File: src/rtl/rom_port_arb_pkg.sv
// Shared types, constants and address helpers for the ROM port arbiter.
// Byte addresses on the DDR side are 28 bits wide and wrap modulo 2^28.
package rom_port_arb_pkg;

  typedef enum logic [1:0] {
    ST_IDLE    = 2'd0,
    ST_WR_WAIT = 2'd1,
    ST_RD_WAIT = 2'd2
  } arb_state_t;

  typedef enum logic [1:0] {
    CH_WR  = 2'd0,
    CH_CPU = 2'd1,
    CH_AUX = 2'd2
  } chan_id_t;

  localparam logic [27:0] AUX_BASE = 28'h0800000;
  localparam logic [27:0] HDR_OFS  = 28'h0000200;

  function automatic logic [27:0] wr_byte_addr(input logic [23:0] byte_addr);
    return {4'b0000, byte_addr};
  endfunction

  // CPU word address to DDR byte address, optionally skipping the ROM header.
  function automatic logic [27:0] cpu_byte_addr(input logic [19:0] word_addr,
                                                input logic        skip);
    logic [27:0] ofs_v;
    if (skip) begin
      ofs_v = HDR_OFS;
    end else begin
      ofs_v = 28'h0000000;
    end
    return {5'b00000, word_addr, 3'b000} + ofs_v;
  endfunction

  function automatic logic [27:0] aux_byte_addr(input logic [20:0] word_addr);
    return AUX_BASE + {4'b0000, word_addr, 3'b000};
  endfunction

endpackage

File: src/rtl/rom_arb_chan.sv
// One toggle-handshake requester: holds the ack register and flags a pending
// transaction whenever req and ack differ.
module rom_arb_chan (
  input  logic clk,
  input  logic rst_n,
  input  logic req,
  input  logic done,
  output logic ack,
  output logic pending
);

  logic ack_r;

  // ack flips once for every completed transaction
  always_ff @(posedge clk or negedge rst_n) begin
    if (!rst_n) begin
      ack_r <= 1'b0;
    end else if (done) begin
      ack_r <= ~ack_r;
    end else begin
      ack_r <= ack_r;
    end
  end

  assign ack     = ack_r;
  assign pending = req ^ ack_r;

endmodule

File: src/rtl/rom_port_arb.sv
// Arbitrates a loader write channel and two read channels onto a single DDR
// port with one transaction in flight; aux is protected from CPU starvation.
module rom_port_arb
  import rom_port_arb_pkg::*;
#(
  parameter int unsigned STARVE_MAX = 8
) (
  input  logic        CLK,
  input  logic        RESET_N,
  input  logic        wr_req,
  output logic        wr_ack,
  input  logic [23:0] wr_addr,
  input  logic [15:0] wr_data,
  input  logic        cpu_req,
  output logic        cpu_ack,
  input  logic [19:0] cpu_addr,
  output logic [63:0] cpu_q,
  input  logic        aux_req,
  output logic        aux_ack,
  input  logic [20:0] aux_addr,
  output logic [63:0] aux_q,
  input  logic        hdr_skip,
  output logic [27:0] dd_wraddr,
  output logic [15:0] dd_din,
  output logic        dd_we_req,
  input  logic        dd_we_ack,
  output logic [27:0] dd_rdaddr,
  output logic        dd_rd_req,
  input  logic        dd_rd_ack,
  input  logic [63:0] dd_dout
);

  localparam int CNT_W = (STARVE_MAX < 1) ? 1 : $clog2(STARVE_MAX + 1);

  arb_state_t       state_r, state_nx_s;
  chan_id_t         grant_r, grant_s;
  logic             grant_vld_s;
  logic             wr_pend_s, cpu_pend_s, aux_pend_s;
  logic             wr_done_s, cpu_done_s, aux_done_s;
  logic             starve_full_s;
  logic [CNT_W-1:0] starve_cnt_r, starve_nx_s;
  logic             we_req_r, rd_req_r;
  logic [27:0]      wraddr_r, rdaddr_r;
  logic [15:0]      din_r;
  logic [63:0]      cpu_q_r, aux_q_r;

  rom_arb_chan u_wr_chan (
    .clk     (CLK),
    .rst_n   (RESET_N),
    .req     (wr_req),
    .done    (wr_done_s),
    .ack     (wr_ack),
    .pending (wr_pend_s)
  );

  rom_arb_chan u_cpu_chan (
    .clk     (CLK),
    .rst_n   (RESET_N),
    .req     (cpu_req),
    .done    (cpu_done_s),
    .ack     (cpu_ack),
    .pending (cpu_pend_s)
  );

  rom_arb_chan u_aux_chan (
    .clk     (CLK),
    .rst_n   (RESET_N),
    .req     (aux_req),
    .done    (aux_done_s),
    .ack     (aux_ack),
    .pending (aux_pend_s)
  );

  assign starve_full_s = (starve_cnt_r == CNT_W'(STARVE_MAX));

  // Grant decision, completion detection and next state
  always_comb begin
    state_nx_s  = state_r;
    grant_s     = CH_WR;
    grant_vld_s = 1'b0;
    wr_done_s   = 1'b0;
    cpu_done_s  = 1'b0;
    aux_done_s  = 1'b0;
    case (state_r)
      ST_IDLE: begin
        if (wr_pend_s) begin
          grant_vld_s = 1'b1;
          grant_s     = CH_WR;
          state_nx_s  = ST_WR_WAIT;
        end else if (cpu_pend_s && !(aux_pend_s && starve_full_s)) begin
          grant_vld_s = 1'b1;
          grant_s     = CH_CPU;
          state_nx_s  = ST_RD_WAIT;
        end else if (aux_pend_s) begin
          grant_vld_s = 1'b1;
          grant_s     = CH_AUX;
          state_nx_s  = ST_RD_WAIT;
        end else begin
          state_nx_s = ST_IDLE;
        end
      end
      ST_WR_WAIT: begin
        if (dd_we_ack == we_req_r) begin
          wr_done_s  = 1'b1;
          state_nx_s = ST_IDLE;
        end else begin
          state_nx_s = ST_WR_WAIT;
        end
      end
      ST_RD_WAIT: begin
        if (dd_rd_ack == rd_req_r) begin
          cpu_done_s = (grant_r == CH_CPU);
          aux_done_s = (grant_r == CH_AUX);
          state_nx_s = ST_IDLE;
        end else begin
          state_nx_s = ST_RD_WAIT;
        end
      end
      default: begin
        state_nx_s = ST_IDLE;
      end
    endcase
  end

  // Starvation counter: counts CPU wins while aux waits, saturating at the limit
  always_comb begin
    starve_nx_s = starve_cnt_r;
    if (!aux_pend_s) begin
      starve_nx_s = '0;
    end else if (grant_vld_s && (grant_s == CH_AUX)) begin
      starve_nx_s = '0;
    end else if (grant_vld_s && (grant_s == CH_CPU) && !starve_full_s) begin
      starve_nx_s = starve_cnt_r + CNT_W'(1);
    end else begin
      starve_nx_s = starve_cnt_r;
    end
  end

  // FSM, grant and starvation state registers
  always_ff @(posedge CLK or negedge RESET_N) begin
    if (!RESET_N) begin
      state_r      <= ST_IDLE;
      grant_r      <= CH_WR;
      starve_cnt_r <= '0;
    end else begin
      state_r      <= state_nx_s;
      starve_cnt_r <= starve_nx_s;
      if (grant_vld_s) begin
        grant_r <= grant_s;
      end else begin
        grant_r <= grant_r;
      end
    end
  end

  // DDR request side: address/data capture and request toggles at grant
  always_ff @(posedge CLK or negedge RESET_N) begin
    if (!RESET_N) begin
      we_req_r <= 1'b0;
      rd_req_r <= 1'b0;
      wraddr_r <= 28'h0000000;
      din_r    <= 16'h0000;
      rdaddr_r <= 28'h0000000;
    end else if (grant_vld_s) begin
      case (grant_s)
        CH_WR: begin
          wraddr_r <= wr_byte_addr(wr_addr);
          din_r    <= wr_data;
          we_req_r <= ~we_req_r;
        end
        CH_CPU: begin
          rdaddr_r <= cpu_byte_addr(cpu_addr, hdr_skip);
          rd_req_r <= ~rd_req_r;
        end
        CH_AUX: begin
          rdaddr_r <= aux_byte_addr(aux_addr);
          rd_req_r <= ~rd_req_r;
        end
        default: begin
          rd_req_r <= rd_req_r;
        end
      endcase
    end else begin
      we_req_r <= we_req_r;
      rd_req_r <= rd_req_r;
    end
  end

  // Read data capture; the channel not being completed keeps its last word
  always_ff @(posedge CLK or negedge RESET_N) begin
    if (!RESET_N) begin
      cpu_q_r <= 64'h0;
      aux_q_r <= 64'h0;
    end else if (cpu_done_s) begin
      cpu_q_r <= dd_dout;
    end else if (aux_done_s) begin
      aux_q_r <= dd_dout;
    end else begin
      cpu_q_r <= cpu_q_r;
      aux_q_r <= aux_q_r;
    end
  end

  assign dd_wraddr = wraddr_r;
  assign dd_din    = din_r;
  assign dd_we_req = we_req_r;
  assign dd_rdaddr = rdaddr_r;
  assign dd_rd_req = rd_req_r;
  assign cpu_q     = cpu_q_r;
  assign aux_q     = aux_q_r;

endmodule

File: config.mk
export PLATFORM = sky130hd
export DESIGN_NAME = rom_port_arb
export DESIGN_NICKNAME = d
export VERILOG_FILES = /design/src/rtl/rom_port_arb_pkg.sv /design/src/rtl/rom_arb_chan.sv /design/src/rtl/rom_port_arb.sv
export SDC_FILE = /design/constraint.sdc
export NUM_CORES = 1
export LEC_CHECK = 0
export ABC_CLOCK_PERIOD_IN_PS = 6400
export CELL_PAD_IN_SITES_DETAIL_PLACEMENT = 1
export CELL_PAD_IN_SITES_GLOBAL_PLACEMENT = 1
export CORE_MARGIN = 1
export CORE_UTILIZATION = 34
export DETAILED_ROUTE_END_ITERATION = 6
export PLACE_DENSITY_LB_ADDON = 0.1
export SYNTH_ARGS = -nofsm -noshare
export SYNTH_HDL_FRONTEND = slang
export SYNTH_SLANG_ARGS = --single-unit
File: constraint.sdc
create_clock -name CLK -period 6.4 [get_ports CLK]
set_input_delay 1.92 -clock CLK [delete_from_list [all_inputs] [get_ports CLK]]
set_output_delay 1.92 -clock CLK [all_outputs]
set_load 0.02 [all_outputs]
==> results of run 1 <==
==> area by class of cell <==
| type | count | share of cell area [%] |
|---|---|---|
| multi-input cells | 341 | 24.5 |
| clock inverters | 6 | 0.633 |
| inverters | 7 | 0.201 |
| diodes | 1 | 0.0192 |
| clock buffers | 37 | 5.52 |
| repair buffers | 355 | 27.1 |
| flip-flops and latches | 203 | 38.9 |
| well taps | 324 | 3.11 |
==> metal layers <==
layer,up-vias,routed length (microns),track usage [%]
met4,0,766,6.71
met2,230,12000,33.2
met5,-,0,0
li1,2722,-,-
met3,42,1660,4.99
met1,3011,9560,23.4
==> through the flow <==
| stage | setup WS, ps | utilization [%] | hold WS, ps | power, mW | instance area (sq um) |
|---|---|---|---|---|---|
| after floorplan | 2710 | - | 453 | 3.78 | 8530 |
| after global placement | 1740 | 50.2 | 460 | 5.09 | 12200 |
| after detailed placement | 1630 | 50.2 | 481 | 5.20 | 12200 |
| after CTS | 2170 | 53.5 | 493 | 6.62 | 13000 |
| after global routing | 2040 | 53.5 | 522 | 6.88 | 13100 |
| final | 2170 | 53.5 | 488 | 6.52 | 13100 |
==> tightest hold or removal path, cell delays in order (launching register included) <==
cell,delay (ps)
sky130_fd_sc_hd__dfrtp_1,340
sky130_fd_sc_hd__nand2_1,50
sky130_fd_sc_hd__o21ai_1,60
==> flip-flops by register name (all words and copies together), names as in the netlist <==
register / count
aux_q: 64
cpu_q: 64
dd_wraddr: 24
dd_rdaddr: 22
dd_din: 16
starve_cnt_r: 4
grant_r: 2
state_r: 2
dd_rd_req: 1
dd_we_req: 1
u_aux_chan.ack: 1
u_cpu_chan.ack: 1
u_wr_chan.ack: 1
==> report_power, final <==
| group | internal [mW] | switching [mW] | total (mW) |
|---|---|---|---|
| registers | 1.81 | 0.303 | 2.11 |
| clock network | 0.853 | 0.527 | 1.38 |
| logic | 1.60 | 1.43 | 3.03 |
==> cells in the final DEF, fill, tap and decap left out, types with 2 or more instances in the layout <==
master and instances:
sky130_fd_sc_hd__clkdlybuf4s50_1 346, sky130_fd_sc_hd__dfrtp_1 203, sky130_fd_sc_hd__mux2_2 130, sky130_fd_sc_hd__mux2_4 39, sky130_fd_sc_hd__nand2_1 38, sky130_fd_sc_hd__clkbuf_16 25
sky130_fd_sc_hd__o21ai_0 17, sky130_fd_sc_hd__xnor2_1 15, sky130_fd_sc_hd__nand3_1 13, sky130_fd_sc_hd__mux2i_1 11, sky130_fd_sc_hd__conb_1 10, sky130_fd_sc_hd__buf_4 8
sky130_fd_sc_hd__inv_1 7, sky130_fd_sc_hd__nor2_1 7, sky130_fd_sc_hd__ha_1 7, sky130_fd_sc_hd__clkbuf_1 7, sky130_fd_sc_hd__o211ai_1 6, sky130_fd_sc_hd__a21oi_1 6
sky130_fd_sc_hd__clkbuf_8 6, sky130_fd_sc_hd__nor3_1 4, sky130_fd_sc_hd__or3_1 4, sky130_fd_sc_hd__xor2_2 3, sky130_fd_sc_hd__nor4_1 3, sky130_fd_sc_hd__clkinv_2 3
sky130_fd_sc_hd__nand2b_1 2, sky130_fd_sc_hd__o311ai_4 2, sky130_fd_sc_hd__nand4_1 2, sky130_fd_sc_hd__o21ai_1 2, sky130_fd_sc_hd__o31a_1 2, sky130_fd_sc_hd__o41ai_1 2
sky130_fd_sc_hd__o22ai_1 2, sky130_fd_sc_hd__bufinv_16 2
==> kinds of logic after synthesis <==
group	share of synthesized area, %
flops	59.8
mux	25.4
simple gates	4.39
compound gates	4.11
buf+inv	2.99
xor+xnor	2.22
fa+ha+maj	1.03
other cells	0.0441
==> how the worst max path moves through the flow <==
stage,cells past startpoint,from,end
after floorplan,7,cpu_req,dd_rdaddr[15]$_DFFE_PN0P_
after global placement,7,cpu_req,dd_wraddr[23]$_DFFE_PN0P_
after detailed placement,7,cpu_req,dd_wraddr[23]$_DFFE_PN0P_
after CTS,7,cpu_req,dd_wraddr[23]$_DFFE_PN0P_
after global routing,7,cpu_req,dd_wraddr[23]$_DFFE_PN0P_
final,7,cpu_req,dd_wraddr[23]$_DFFE_PN0P_
==> impl_metrics.yaml, run 1 <==
global_routing:
  overflow: 0
  number_of_global_route_vias_before_repair: 6861
  grt_antenna_before_repair: 1
  first_pass_grt_wire_length_microns: 39300
  globalRouteTotalUtil_pct: 19.3
  pin_count_of_the_biggest_net_entering_global_routing: 138
synth:
  post_synthesis_mean_instance_area_sq_um: 14.7
  synth_top_area_share_pct: 59.8
  number_of_enable_type_register_cells_in_the_synthesized_netlist: 0
  syn-cell-area_sq_um: 8500
  seq_area_frac_synth_pct: 59.8
  yosysWarningCount: 0
  synth_area_leaders: "sky130_fd_sc_hd__dfrtp_1 (60%), sky130_fd_sc_hd__mux2_2 (17%), sky130_fd_sc_hd__mux2_4 (6.9%)"
  async_reset_ff_share_pct: 100
  synth.lib_cells_used.distinct: 43
  synth.most_common_cell: "sky130_fd_sc_hd__dfrtp_1"
  syn-instance-count: 576
  ys_top_cells_by_count: "sky130_fd_sc_hd__dfrtp_1 (203), sky130_fd_sc_hd__mux2_2 (130), sky130_fd_sc_hd__mux2_4 (39)"
  synth-seq-cells: 203
  synth_top_cell_by_area: "sky130_fd_sc_hd__dfrtp_1"
  synthFlopType: "sky130_fd_sc_hd__dfrtp_1"
clock_tree:
  clock_latency_ps: 510
  clock-sinks: 203
  clk_root_buffer_cell: "sky130_fd_sc_hd__clkbuf_16"
  max-clock-path-buffers: 3
  post_cts.repair.setup_buffers: 0
  tritoncts_clock_tree: "done"
  cts_max_level: 1
  postCtsHoldBufs: 0
  numCtsBuffers: 25
  cts_resized: 0
  cts.reportedPaths.clkPinSlew_ps: 60
floorplan:
  die-area_sq_um: 25600
  die_h_microns: 160
  fp-row-count: 57
  fp.dieW_microns: 160
  floorplan.core_area_sq_um: 24400
  initial_utilization_pct: 34.8
  boundaryPins: 358
setup_path:
  setup.reg_to_reg.worst_slack_ps: 3640
  r2r_startpoint: "u_cpu_chan.ack$_DFFE_PN0P_"
  cp_slowest_stage_delay_ps: 620
  crit_buf_inv: 2
  cpLargestDelayFamily: "buffers and inverters"
  rr_endpoint: "dd_wraddr[23]$_DFFE_PN0P_"
  master_of_the_slowest_instance_on_the_critical_path: "sky130_fd_sc_hd__buf_4"
  setup.worst_path.class: "in2reg"
  cell_breakdown_of_the_critical_path: "clkdlybuf4s50_1, xor2_2, o211ai_1, ha_1, o311ai_4, buf_4, mux2_2"
  critical_path_required_ps: 6780
  cp_data_arrival_time_ps: 4610
  reg2regPathDepth: 6
  startpoint_type: "input pin"
  end_kind: "register"
  maximum_fanout_count_along_the_critical_path: 41
job:
  maxCapViolations: 0
routing:
  drc: 0
  route.detailed.wl_per_inst_microns: 18.9
  remaining_antenna_violation_count_after_routing: 0
  postRouteWirelength_microns: 24000
  drt-vias-per-instance: 4.71
  detail_route.iter0.violations: 228
  detail_route.first_pass.iterations: 4
  via_count: 6005
cells_and_area:
  multiInputGateArea_sq_um: 3200
  finalNetCount: 1093
  drive_gt1_share_pct: 23.6
  nFillCells: 2428
  seqCellArea_sq_um: 5080
  areaGrowthSynthToFinish_pct: 53.6
  finalNonFillerCells: 1274
timing:
  setup_tns_ps: 0
  fin_skew_ps: 13.9
  timing_max_transition_violations_final: 0
  timing.final.setup_violations: 0
  post-route-period-util_pct: 66.1
  achievable-frequency_mhz: 236
  timing.final.crit_period_ps: 4230
  maxSlewHeadroom_pct: 26.9
  timing.final.hold_violations: 0
  worst-slew-pin-transition_ps: 1100
  rsz0062_at_grt: "no"
min_path:
  worstHoldEndpoint: "dd_rdaddr[23]$_DFFE_PN0P_"
  worst_hold_path_startpoint: "dd_rdaddr[23]$_DFFE_PN0P_"
  timing.hold.worst_path_depth: 2
  timing.hold.worst.class: "reg2reg"
pwr:
  power.static_leakage_nw: 5.76
  power_density_nw_per_um2: 500
  irDropWorstVdd_v: 0.000221
status:
  outcome: "completed"
place:
  buffer_ports.inserted: 347
  place.detailed.instances: 1230
  dp.final_hpwl_microns: 17300
  globalplace.congestion: 0.805
No activity file was read; power rests on OpenSTA's default activity.
==> run 2, diff against run 1 <==
--- a/config.mk
+++ b/config.mk
@@ -5,7 +5,7 @@
 export SDC_FILE = /design/constraint.sdc
 export NUM_CORES = 1
 export LEC_CHECK = 0
-export ABC_CLOCK_PERIOD_IN_PS = 6400
+export ABC_CLOCK_PERIOD_IN_PS = 4000
 export CELL_PAD_IN_SITES_DETAIL_PLACEMENT = 1
 export CELL_PAD_IN_SITES_GLOBAL_PLACEMENT = 1
 export CORE_MARGIN = 1
==> constraint.sdc (replaced) <==
create_clock -name CLK -period 4 [get_ports CLK]
set_input_delay 1.2 -clock CLK [delete_from_list [all_inputs] [get_ports CLK]]
set_output_delay 1.2 -clock CLK [all_outputs]
set_load 0.02 [all_outputs]
==> run 2 against run 1 <==
Against the previous run: combinational power up 62%; clock power grew 51%; sequential share of layout area down 0.23 points; critical endpoint is now dd_rdaddr[16]$_DFFE_PN0P_; largest power group unchanged; wire length is 2.5% higher.
==> impl_metrics.yaml, run 2 (same netlist as run 1, synthesis figures left out) <==
status:
  outcome: "completed"
floorplan:
  initial_utilization_pct: 34.8
  die-area_sq_um: 25600
  boundaryPins: 358
  floorplan.core_area_sq_um: 24400
  fp.dieW_microns: 160
  fp-row-count: 57
  die_h_microns: 160
clock_tree:
  cts.reportedPaths.clkPinSlew_ps: 50
  post_cts.repair.setup_buffers: 0
  numCtsBuffers: 24
  clk_root_buffer_cell: "sky130_fd_sc_hd__clkbuf_16"
  cts_max_level: 1
  max-clock-path-buffers: 3
  postCtsHoldBufs: 0
  clock_latency_ps: 520
  cts_resized: 0
  tritoncts_clock_tree: "done"
  clock-sinks: 203
cells_and_area:
  commonest_cells_after_routing_fill_and_taps_aside: "sky130_fd_sc_hd__clkdlybuf4s50_1 (346), sky130_fd_sc_hd__dfrtp_1 (203), sky130_fd_sc_hd__mux2_2 (130), sky130_fd_sc_hd__mux2_4 (39), sky130_fd_sc_hd__nand2_1 (38)"
  finish.utilization_pct: 53.8
  finalNetCount: 1095
  finalNonFillerCells: 1276
  seqCellArea_sq_um: 5080
  drive_gt1_share_pct: 24.4
  multiInputGateArea_sq_um: 3200
  layout.cells.most_common: "sky130_fd_sc_hd__clkdlybuf4s50_1"
  areaGrowthSynthToFinish_pct: 54.5
  stdcell_area_sq_um: 13100
  nFillCells: 2431
setup_path:
  startpoint_type: "input pin"
  setup.worst_path.class: "in2reg"
  end_kind: "register"
  cp_data_arrival_time_ps: 3560
  critical_path_required_ps: 4420
  maximum_fanout_count_along_the_critical_path: 8
pwr:
  power_density_nw_per_um2: 792
  power.static_leakage_nw: 5.79
  irDropWorstVdd_v: 0.000357
routing:
  detail_route.first_pass.iterations: 4
  route.detailed.wl_per_inst_microns: 19.3
  postRouteWirelength_microns: 24600
  drt-vias-per-instance: 4.73
  drc: 0
  detail_route.iter0.violations: 218
  remaining_antenna_violation_count_after_routing: 0
  via_count: 6033
timing:
  worst-slew-pin-transition_ps: 761
  achievable-frequency_mhz: 318
  timing.final.hold_violations: 0
  timing_max_transition_violations_final: 0
  timing.final.setup_violations: 0
  timing.final.crit_period_ps: 3140
  post-route-period-util_pct: 78.5
  fin_hold_ws_ps: 478
  rsz0062_at_grt: "no"
  maxSlewHeadroom_pct: 49.3
  fin_skew_ps: 10.0
  setup_tns_ps: 0
global_routing:
  first_pass_grt_wire_length_microns: 39300
  overflow: 0
  number_of_global_route_vias_before_repair: 6737
  grt_antenna_before_repair: 1
  pin_count_of_the_biggest_net_entering_global_routing: 92
  globalRouteTotalUtil_pct: 19.4
job:
  maxCapViolations: 0
place:
  place.detailed.instances: 1233
  dpl_cell_area_sq_um: 12400
  dp.final_hpwl_microns: 18000
  globalplace.congestion: 0.806
  buffer_ports.inserted: 347
min_path:
  timing.hold.worst.class: "reg2reg"
==> run 2: cell count changes in the layout (fill, tap and decap cells not counted) <==
cell                         before  now
sky130_fd_sc_hd__clkbuf_16       25   24
sky130_fd_sc_hd__clkinv_4         0    1
sky130_fd_sc_hd__clkinv_8         0    1
sky130_fd_sc_hd__buf_12           0    7
sky130_fd_sc_hd__clkbuf_8         6    8
sky130_fd_sc_hd__clkinvlp_4       1    2
sky130_fd_sc_hd__clkinv_2         3    6
sky130_fd_sc_hd__clkbuf_1         7    1
sky130_fd_sc_hd__buf_4            8    4
sky130_fd_sc_hd__bufinv_16        2    0
==> run 2: metrics by stage <==
stage | setup slack [ps] | total power [mW]
3_3_place_gp | 434 | 8.21
6_report | 859 | 10.4
4_1_cts | 912 | 10.5
5_1_grt | 666 | 11.0
3_5_place_dp | 358 | 8.39
2_1_floorplan | 1030 | 6.04
==> run 2: report_power, final <==
part	internal [mW]	switching, mW	total, mW
Sequential	2.90	0.499	3.40
Clock	1.23	0.862	2.09
Combinational	2.61	2.30	4.91
==> run 2: path summary, 6_finish.rpt <==
check / from / endpoint / slack [ps] / cells past startpoint
worst min register to register: dd_rdaddr[24]$_DFFE_PN0P_ / dd_rdaddr[24]$_DFFE_PN0P_ / 480 / 2
min in group asynchronous: RESET_N / aux_q[33]$_DFFE_PN0P_ / 750 / 1
worst min-delay path: dd_rdaddr[24]$_DFFE_PN0P_ / dd_rdaddr[24]$_DFFE_PN0P_ / 480 / 2
worst max register to register: u_cpu_chan.ack$_DFFE_PN0P_ / dd_rdaddr[16]$_DFFE_PN0P_ / 1570 / 6
worst max-delay path: wr_req / dd_rdaddr[16]$_DFFE_PN0P_ / 860 / 8
max in group asynchronous: RESET_N / dd_wraddr[6]$_DFFE_PN0P_ / 2350 / 2
==> run 2: cell type report <==
type	count	share of cell area, %
Antenna cell	1	0.0191
Clock buffer	32	5.34
Clock inverter	10	0.534
Inverter	7	0.200
Multi-Input combinational cell	341	24.3
Sequential cell	203	38.7
Tap cell	324	3.09
Timing Repair Buffer	358	27.8
==> run 2: metal layers <==
metal | global-route usage, % | vias to the layer above | part of all wire, %
met5 | 0 | - | 0
met4 | 5.67 | 0 | 2.2
met3 | 5.51 | 37 | 7.7
met2 | 34.4 | 229 | 51
met1 | 22.9 | 3027 | 39
li1 | - | 2740 | -
==> run 2: worst max-delay path: stages <==
cell and delay, ps:
sky130_fd_sc_hd__clkdlybuf4s50_1 450, sky130_fd_sc_hd__xor2_2 270, sky130_fd_sc_hd__nor3_1 300, sky130_fd_sc_hd__o211ai_1 240, sky130_fd_sc_hd__ha_1 430, sky130_fd_sc_hd__o311a_2 290, sky130_fd_sc_hd__nand2_1 160, sky130_fd_sc_hd__o211ai_1 230
